--- config.mk ---
export PLATFORM = sky130hd
export DESIGN_NAME = axis_word_packer_flat
export DESIGN_NICKNAME = d
export VERILOG_FILES = /design/src/rtl/axis_word_packer_pkg.sv /design/src/rtl/axis_word_packer_if.sv /design/src/rtl/axis_word_packer_beat_reg.sv /design/src/rtl/axis_word_packer.sv /design/src/flat_wrapper.sv
export SDC_FILE = /design/constraint.sdc
export NUM_CORES = 1
export LEC_CHECK = 0
export CAP_MARGIN = 5
export CORE_ASPECT_RATIO = 0.5
export CORE_UTILIZATION = 40
export CTS_CLUSTER_SIZE = 25
export DETAILED_ROUTE_END_ITERATION = 12
export PLACE_DENSITY = 0.66
export SYNTH_ARGS = -nofsm -noshare
export SYNTH_HDL_FRONTEND = slang
export SYNTH_SLANG_ARGS = --single-unit
--- constraint.sdc ---
create_clock -name clk -period 3.85 [get_ports clk]
set_input_delay 1.155 -clock clk [delete_from_list [all_inputs] [get_ports clk]]
set_output_delay 1.155 -clock clk [all_outputs]
set_load 0.005 [all_outputs]
--- src/rtl/axis_word_packer_pkg.sv ---
// Shared defaults and lane/keep helper for the AXI-Stream word packer.
// The keep mask is built one lane at a time so any lane count works without width casts.
package axis_vip_pkg;

  localparam int WORD_W_DEFAULT = 8;
  localparam int BUS_W_DEFAULT  = 32;

  typedef logic [31:0] lane_cnt_t;

  // A lane is kept when its index is below the number of words in the beat.
  function automatic logic lane_kept(input lane_cnt_t lane, input lane_cnt_t count);
    return lane < count;
  endfunction

endpackage

--- src/rtl/axis_word_packer_if.sv ---
// Word-in / beat-out stream bundle for axis_word_packer.
// The slave modport is the packer's view; master is the driving environment.
interface axis_word_packer_if
  import axis_vip_pkg::*;
#(
  parameter int WORD_W = WORD_W_DEFAULT,
  parameter int N      = BUS_W_DEFAULT / WORD_W_DEFAULT
);

  logic                       s_valid;
  logic                       s_ready;
  logic [WORD_W-1:0]          s_data;
  logic                       s_last;
  logic                       m_valid;
  logic                       m_ready;
  logic [N-1:0][WORD_W-1:0]   m_data;
  logic [N-1:0]               m_keep;
  logic                       m_last;

  modport slave (
    input  s_valid, s_data, s_last, m_ready,
    output s_ready, m_valid, m_data, m_keep, m_last
  );

  modport master (
    output s_valid, s_data, s_last, m_ready,
    input  s_ready, m_valid, m_data, m_keep, m_last
  );

endinterface

--- src/rtl/axis_word_packer_beat_reg.sv ---
// Output beat register: loads a new beat when empty or draining, holds steady on stall.
module axis_beat_reg
  import axis_vip_pkg::*;
#(
  parameter int WORD_W = WORD_W_DEFAULT,
  parameter int N      = BUS_W_DEFAULT / WORD_W_DEFAULT
) (
  input  logic                     clk,
  input  logic                     rst,
  input  logic                     load_i,
  input  logic [N-1:0][WORD_W-1:0] load_data_i,
  input  logic [N-1:0]             load_keep_i,
  input  logic                     load_last_i,
  input  logic                     ready_i,
  output logic                     can_load_o,
  output logic                     valid_o,
  output logic [N-1:0][WORD_W-1:0] data_o,
  output logic [N-1:0]             keep_o,
  output logic                     last_o
);

  logic                     valid_q, valid_d;
  logic [N-1:0][WORD_W-1:0] data_q, data_d;
  logic [N-1:0]             keep_q, keep_d;
  logic                     last_q, last_d;

  assign can_load_o = !valid_q || ready_i;

  always_comb begin
    valid_d = valid_q;
    data_d  = data_q;
    keep_d  = keep_q;
    last_d  = last_q;
    if (can_load_o) begin
      valid_d = load_i;
      if (load_i) begin
        data_d = load_data_i;
        keep_d = load_keep_i;
        last_d = load_last_i;
      end
    end
  end

  always_ff @(posedge clk) begin
    if (rst) begin
      valid_q <= 1'b0;
      data_q  <= '0;
      keep_q  <= '0;
      last_q  <= 1'b0;
    end else begin
      valid_q <= valid_d;
      data_q  <= data_d;
      keep_q  <= keep_d;
      last_q  <= last_d;
    end
  end

  assign valid_o = valid_q;
  assign data_o  = data_q;
  assign keep_o  = keep_q;
  assign last_o  = last_q;

endmodule

--- src/rtl/axis_word_packer.sv ---
// Packs WORD_W-bit stream words into BUS_W-bit beats with keep/last framing.
// Optional packet counter output pkt_count is enabled by AXIS_WORD_PACKER_PKT_CNT_EN.
module axis_word_packer
  import axis_vip_pkg::*;
#(
  parameter int WORD_W = WORD_W_DEFAULT,
  parameter int BUS_W  = BUS_W_DEFAULT
) (
  input  logic                clk,
  input  logic                rst,
  axis_word_packer_if.slave   bus
`ifdef AXIS_WORD_PACKER_PKT_CNT_EN
  ,
  output logic [31:0]         pkt_count
`endif
);

  localparam int WORDS_PER_BEAT = BUS_W / WORD_W;
  localparam int N              = WORDS_PER_BEAT;
  localparam int CNT_W          = (N > 1) ? $clog2(N) : 1;

  if ((BUS_W % WORD_W) != 0) begin : g_width_check
    $fatal(1, "axis_word_packer: BUS_W must be a multiple of WORD_W");
  end

  logic [CNT_W-1:0]         cnt_q, cnt_d;
  logic [N-1:0][WORD_W-1:0] buf_q, buf_d;
  logic                     pend_q, pend_d;
  logic [N-1:0]             pend_keep_q, pend_keep_d;
  logic                     pend_last_q, pend_last_d;

  logic [N-1:0][WORD_W-1:0] close_data;
  logic [N-1:0]             close_keep;
  logic                     accept;
  logic                     close;
  logic                     can_load;
  logic                     load;
  logic [N-1:0][WORD_W-1:0] load_data;
  logic [N-1:0]             load_keep;
  logic                     load_last;

  assign bus.s_ready = !rst && !pend_q;
  assign accept      = bus.s_valid && bus.s_ready;
  assign close       = accept && (bus.s_last || (cnt_q == CNT_W'(N - 1)));

  // Lanes above the counter are always zero in buf_q, so the closing beat needs no masking.
  genvar gi;
  for (gi = 0; gi < N; gi++) begin : g_lane
    assign close_data[gi] = (lane_cnt_t'(gi) == lane_cnt_t'(cnt_q)) ? bus.s_data : buf_q[gi];
    assign close_keep[gi] = lane_kept(lane_cnt_t'(gi), lane_cnt_t'(cnt_q) + 1);
  end

  always_comb begin
    cnt_d       = cnt_q;
    buf_d       = buf_q;
    pend_d      = pend_q;
    pend_keep_d = pend_keep_q;
    pend_last_d = pend_last_q;
    load        = 1'b0;
    load_data   = close_data;
    load_keep   = close_keep;
    load_last   = bus.s_last;
    if (pend_q) begin
      // No words are accepted while pending, so the buffer only waits to drain.
      load      = 1'b1;
      load_data = buf_q;
      load_keep = pend_keep_q;
      load_last = pend_last_q;
      if (can_load) begin
        buf_d  = '0;
        pend_d = 1'b0;
      end
    end else if (close) begin
      load  = 1'b1;
      cnt_d = '0;
      if (can_load) begin
        buf_d = '0;
      end else begin
        buf_d       = close_data;
        pend_d      = 1'b1;
        pend_keep_d = close_keep;
        pend_last_d = bus.s_last;
      end
    end else if (accept) begin
      buf_d[cnt_q] = bus.s_data;
      cnt_d        = cnt_q + 1'b1;
    end
  end

  always_ff @(posedge clk) begin
    if (rst) begin
      cnt_q       <= '0;
      buf_q       <= '0;
      pend_q      <= 1'b0;
      pend_keep_q <= '0;
      pend_last_q <= 1'b0;
    end else begin
      cnt_q       <= cnt_d;
      buf_q       <= buf_d;
      pend_q      <= pend_d;
      pend_keep_q <= pend_keep_d;
      pend_last_q <= pend_last_d;
    end
  end

  axis_beat_reg #(
    .WORD_W (WORD_W),
    .N      (N)
  ) u_beat_reg (
    .clk         (clk),
    .rst         (rst),
    .load_i      (load),
    .load_data_i (load_data),
    .load_keep_i (load_keep),
    .load_last_i (load_last),
    .ready_i     (bus.m_ready),
    .can_load_o  (can_load),
    .valid_o     (bus.m_valid),
    .data_o      (bus.m_data),
    .keep_o      (bus.m_keep),
    .last_o      (bus.m_last)
  );

`ifdef AXIS_WORD_PACKER_PKT_CNT_EN
  logic [31:0] pkt_count_q, pkt_count_d;

  always_comb begin
    pkt_count_d = pkt_count_q;
    if (bus.m_valid && bus.m_ready && bus.m_last) begin
      pkt_count_d = pkt_count_q + 32'd1;
    end
  end

  always_ff @(posedge clk) begin
    if (rst) begin
      pkt_count_q <= '0;
    end else begin
      pkt_count_q <= pkt_count_d;
    end
  end

  assign pkt_count = pkt_count_q;
`endif

endmodule
--- src/flat_wrapper.sv ---
// flat-port wrapper written by rule: the top's interface ports become plain ports
module axis_word_packer_flat import axis_vip_pkg::*;
#(
  parameter int WORD_W = WORD_W_DEFAULT,
  parameter int BUS_W  = BUS_W_DEFAULT
)
  (clk, rst, bus_s_valid, bus_s_data, bus_s_last, bus_m_ready, bus_s_ready, bus_m_valid, bus_m_data, bus_m_keep, bus_m_last);
  axis_word_packer_if #(.WORD_W(WORD_W)) bus_i ();
  input  logic clk;
  input  logic rst;
  input wire logic [$bits(bus_i.s_valid)-1:0] bus_s_valid;
  input wire logic [$bits(bus_i.s_data)-1:0] bus_s_data;
  input wire logic [$bits(bus_i.s_last)-1:0] bus_s_last;
  input wire logic [$bits(bus_i.m_ready)-1:0] bus_m_ready;
  output wire logic [$bits(bus_i.s_ready)-1:0] bus_s_ready;
  output wire logic [$bits(bus_i.m_valid)-1:0] bus_m_valid;
  output wire logic [$bits(bus_i.m_data)-1:0] bus_m_data;
  output wire logic [$bits(bus_i.m_keep)-1:0] bus_m_keep;
  output wire logic [$bits(bus_i.m_last)-1:0] bus_m_last;
  assign bus_i.s_valid = bus_s_valid;
  assign bus_i.s_data = bus_s_data;
  assign bus_i.s_last = bus_s_last;
  assign bus_i.m_ready = bus_m_ready;
  assign bus_s_ready = bus_i.s_ready;
  assign bus_m_valid = bus_i.m_valid;
  assign bus_m_data = bus_i.m_data;
  assign bus_m_keep = bus_i.m_keep;
  assign bus_m_last = bus_i.m_last;
  axis_word_packer #(.WORD_W(WORD_W), .BUS_W(BUS_W)) u_core (.clk(clk), .rst(rst), .bus(bus_i));
endmodule
==> metrics.cfg <==
[run_status]
status=complete, no violations

[setup_path]
crit_family=simple AND/OR/NAND/NOR gates
crit_slowest_cell=nor2_2
cp_max_fo=31
cp-end-kind=flip-flop
cp.buffers_inverters=1
critPathKind=in -> reg
crit_chain=clkdlybuf4s50_1, or2_1, a31oi_2, nor2_2, o221a_2
cp.required_ns=4.13
arrival_ns=3.64
cp-start-kind=primary input
slowest_delay_ns=1.00

[yosys]
yosysWarnings=0
synth_area_leader_cell=dfxtp_1
synth_edf_count=0
ys_seq_elements=78
syn_area_um2=3558
synth_common_cells=78 x dfxtp_1, 42 x a21oi_1, 36 x mux2i_1
synthFlopType=dfxtp_1
synth_top_area_share_pct=43.88
yosysSeqAreaShare_pct=43.88
postSynthCellCount=374
syn-num-nets=393
yosysMostFrequentCell=dfxtp_1
synthArstFlopShare_pct=0
synth_area_leaders=dfxtp_1 44%, mux2i_1 10%, a211oi_1 6.5%, a21oi_1 5.9%, a22o_1 4.7%
synth_cell_types=43
avgSynthCellArea_um2=9.514

[route]
route.detailed.drc=0
vias_per_cell=5.969
firstDrtPassIters=5
ant_nets=0
vias=3098
routed_wirelength_mm=9.510
routedWlPerCell_um=18.32
drt-initial-drc-count=262

[sta]
period_minus_slack_ns=3.357
fin_setup_tns_ns=0
finalSetupViolCount=0
max_freq_mhz=297.9
worst_pin_slew_ns=1.292
slew_violations=0
fin_skew_ns=0.005678
hold_viol_final=0
slew_headroom_pct=13.79
holdWs_ns=0.4735
min_period_over_period_pct=87.20
rsz0062_at_grt=false

[die]
initial_core_util_pct=42.79
pin_count=52
die-area_um2=9300
coreArea_um2=8317
die_w_um=135.4
rows=23
die_y_um=68.70

[global_route]
grt_pass1_vias=2855
antenna_found_initial=0
grt_pass1_wl_mm=15.00
grt_max_degree=39
overflow=0
track_usage_pct=21.56

[final_layout]
nets=421
area_delta_synth_final_pct=22.57
regArea_um2=1562
fillers=754
multi_input_area_um2=1793
drive_gt1_share_pct=8.108
diodes=0
fin_util_pct=52.44

[pwr]
p_per_area_nw_per_um2=436.3
pwr-share-comb_pct=10.9
ir_drop_uv=261.8
internal-power_uw=1451
p_sw_uw=452.0
swShare_pct=23.75
p_leak_uw=0.001483
seqPwrFrac_pct=44.9
power_frac_clock_pct=44.2

[placement]
gp_congestion=0.8945
portBuffers=51
dp_hpwl_mm=6.561

[clock_network]
numCtsBuffers=9
ctsResizeCount=0
clk_pin_slew_worst_paths_ns=0.06
htreeDepth=3
tritoncts=built
cts_sinks=78
cts_hold_repair.buffers=0
post_cts_buffers=0
clockBufferDepth=2
clock-root-buffer=clkbuf_16
clk-insertion-delay-late_ns=0.34

[flow_run]
cap_violations=0

[min_path]
hp-class=reg -> reg

through the flow:
step	setup WS (ns)	power, uW	instance area [um^2]	cells
3_5_place_dp	0.1594	1077	4068	503
6_report	0.4929	1903	4362	519
4_1_cts	0.5170	1918	4362	519
3_3_place_gp	0.2956	1071	4068	503
5_1_grt	0.3309	1981	4362	519
2_1_floorplan	1.266	989.1	3558	374
state kept, by name, summed over array words and instances (netlist names):
| name | cells |
|---|---|
| u_core.cnt_q | 2 |
| u_core.u_beat_reg.keep_o | 4 |
| u_core.u_beat_reg.valid_o | 1 |
| u_core.pend_q | 1 |
| u_core.u_beat_reg.data_o | 32 |
| u_core.u_beat_reg.last_o | 1 |
| u_core.pend_last_q | 1 |
| u_core.pend_keep_q | 4 |
| u_core.buf_q | 32 |
logic make-up after synthesis:
kind of cell	synth area share, %
buffers and inverters	5.907
adder cells (fa/ha/maj)	2.110
flip-flops	43.88
AND/OR/NAND/NOR	9.916
AO/OA/AOI/OAI	28.06
multiplexers	10.13
path summary, 6_finish.rpt:
kind | startpoint | to | slack (ns) | depth (start not counted)
setup reg to reg | u_core.cnt_q[1] | u_core.u_beat_reg.keep_o[0] | 0.87 | 5
hold / removal | u_core.buf_q[2] | u_core.buf_q[2] | 0.47 | 1
setup / recovery | bus_s_last | u_core.u_beat_reg.keep_o[0] | 0.49 | 5
hold reg to reg | u_core.buf_q[2] | u_core.buf_q[2] | 0.47 | 1
area by class of cell:
type	count	area share [%]
Clock buffer	13	5.737
Clock inverter	3	1.004
Inverter	6	0.5164
Multi-Input combinational cell	250	41.11
Sequential cell	78	35.80
Tap cell	112	3.213
Timing Repair Buffer	57	12.62
power groups by stage:
stage          Combinational [uW]  Clock, uW  Sequential [uW]
6_report                      208        842              854
5_1_grt                       226        899              856
4_1_cts                       207        858              853
3_5_place_dp                  207          0              871
3_3_place_gp                  202          0              869
2_1_floorplan                 119          0              870
metal layers:
metal | vias up | part of all wire (%) | global-route usage (%)
met3 | 18 | 6.4 | 5.482
met4 | 0 | 1.9 | 8.146
met5 | - | 0 | 0
li1 | 1462 | - | -
met1 | 1503 | 48 | 28.88
met2 | 115 | 43 | 33.72
worst register-to-register path: cells and delay by family, from the launching register on:
family          cells  cell delay [ns]
compound gates      2             0.56
simple gates        2             1.41
flops               1             0.44
fa+ha+maj           1             0.51
cell usage in the layout, fill, tap and decap left out, types with 3 or more instances in the layout:
cell and instances:
nor3_1 9, a211oi_2 3, o31a_1 3, a21oi_1 42
a22o_1 19, o21ai_0 14, nor2_2 3, clkbuf_16 9
ha_1 6, a211oi_1 31, nor2b_1 4, a2111oi_0 3
a32o_1 12, nor2_1 8, buf_4 6, inv_1 6
clkdlybuf4s50_1 50, nand3_1 5, and2_1 3, clkbuf_1 3
nand2_1 24, dfxtp_1 78, mux2i_1 36
Power figures use the tool's default switching activity.
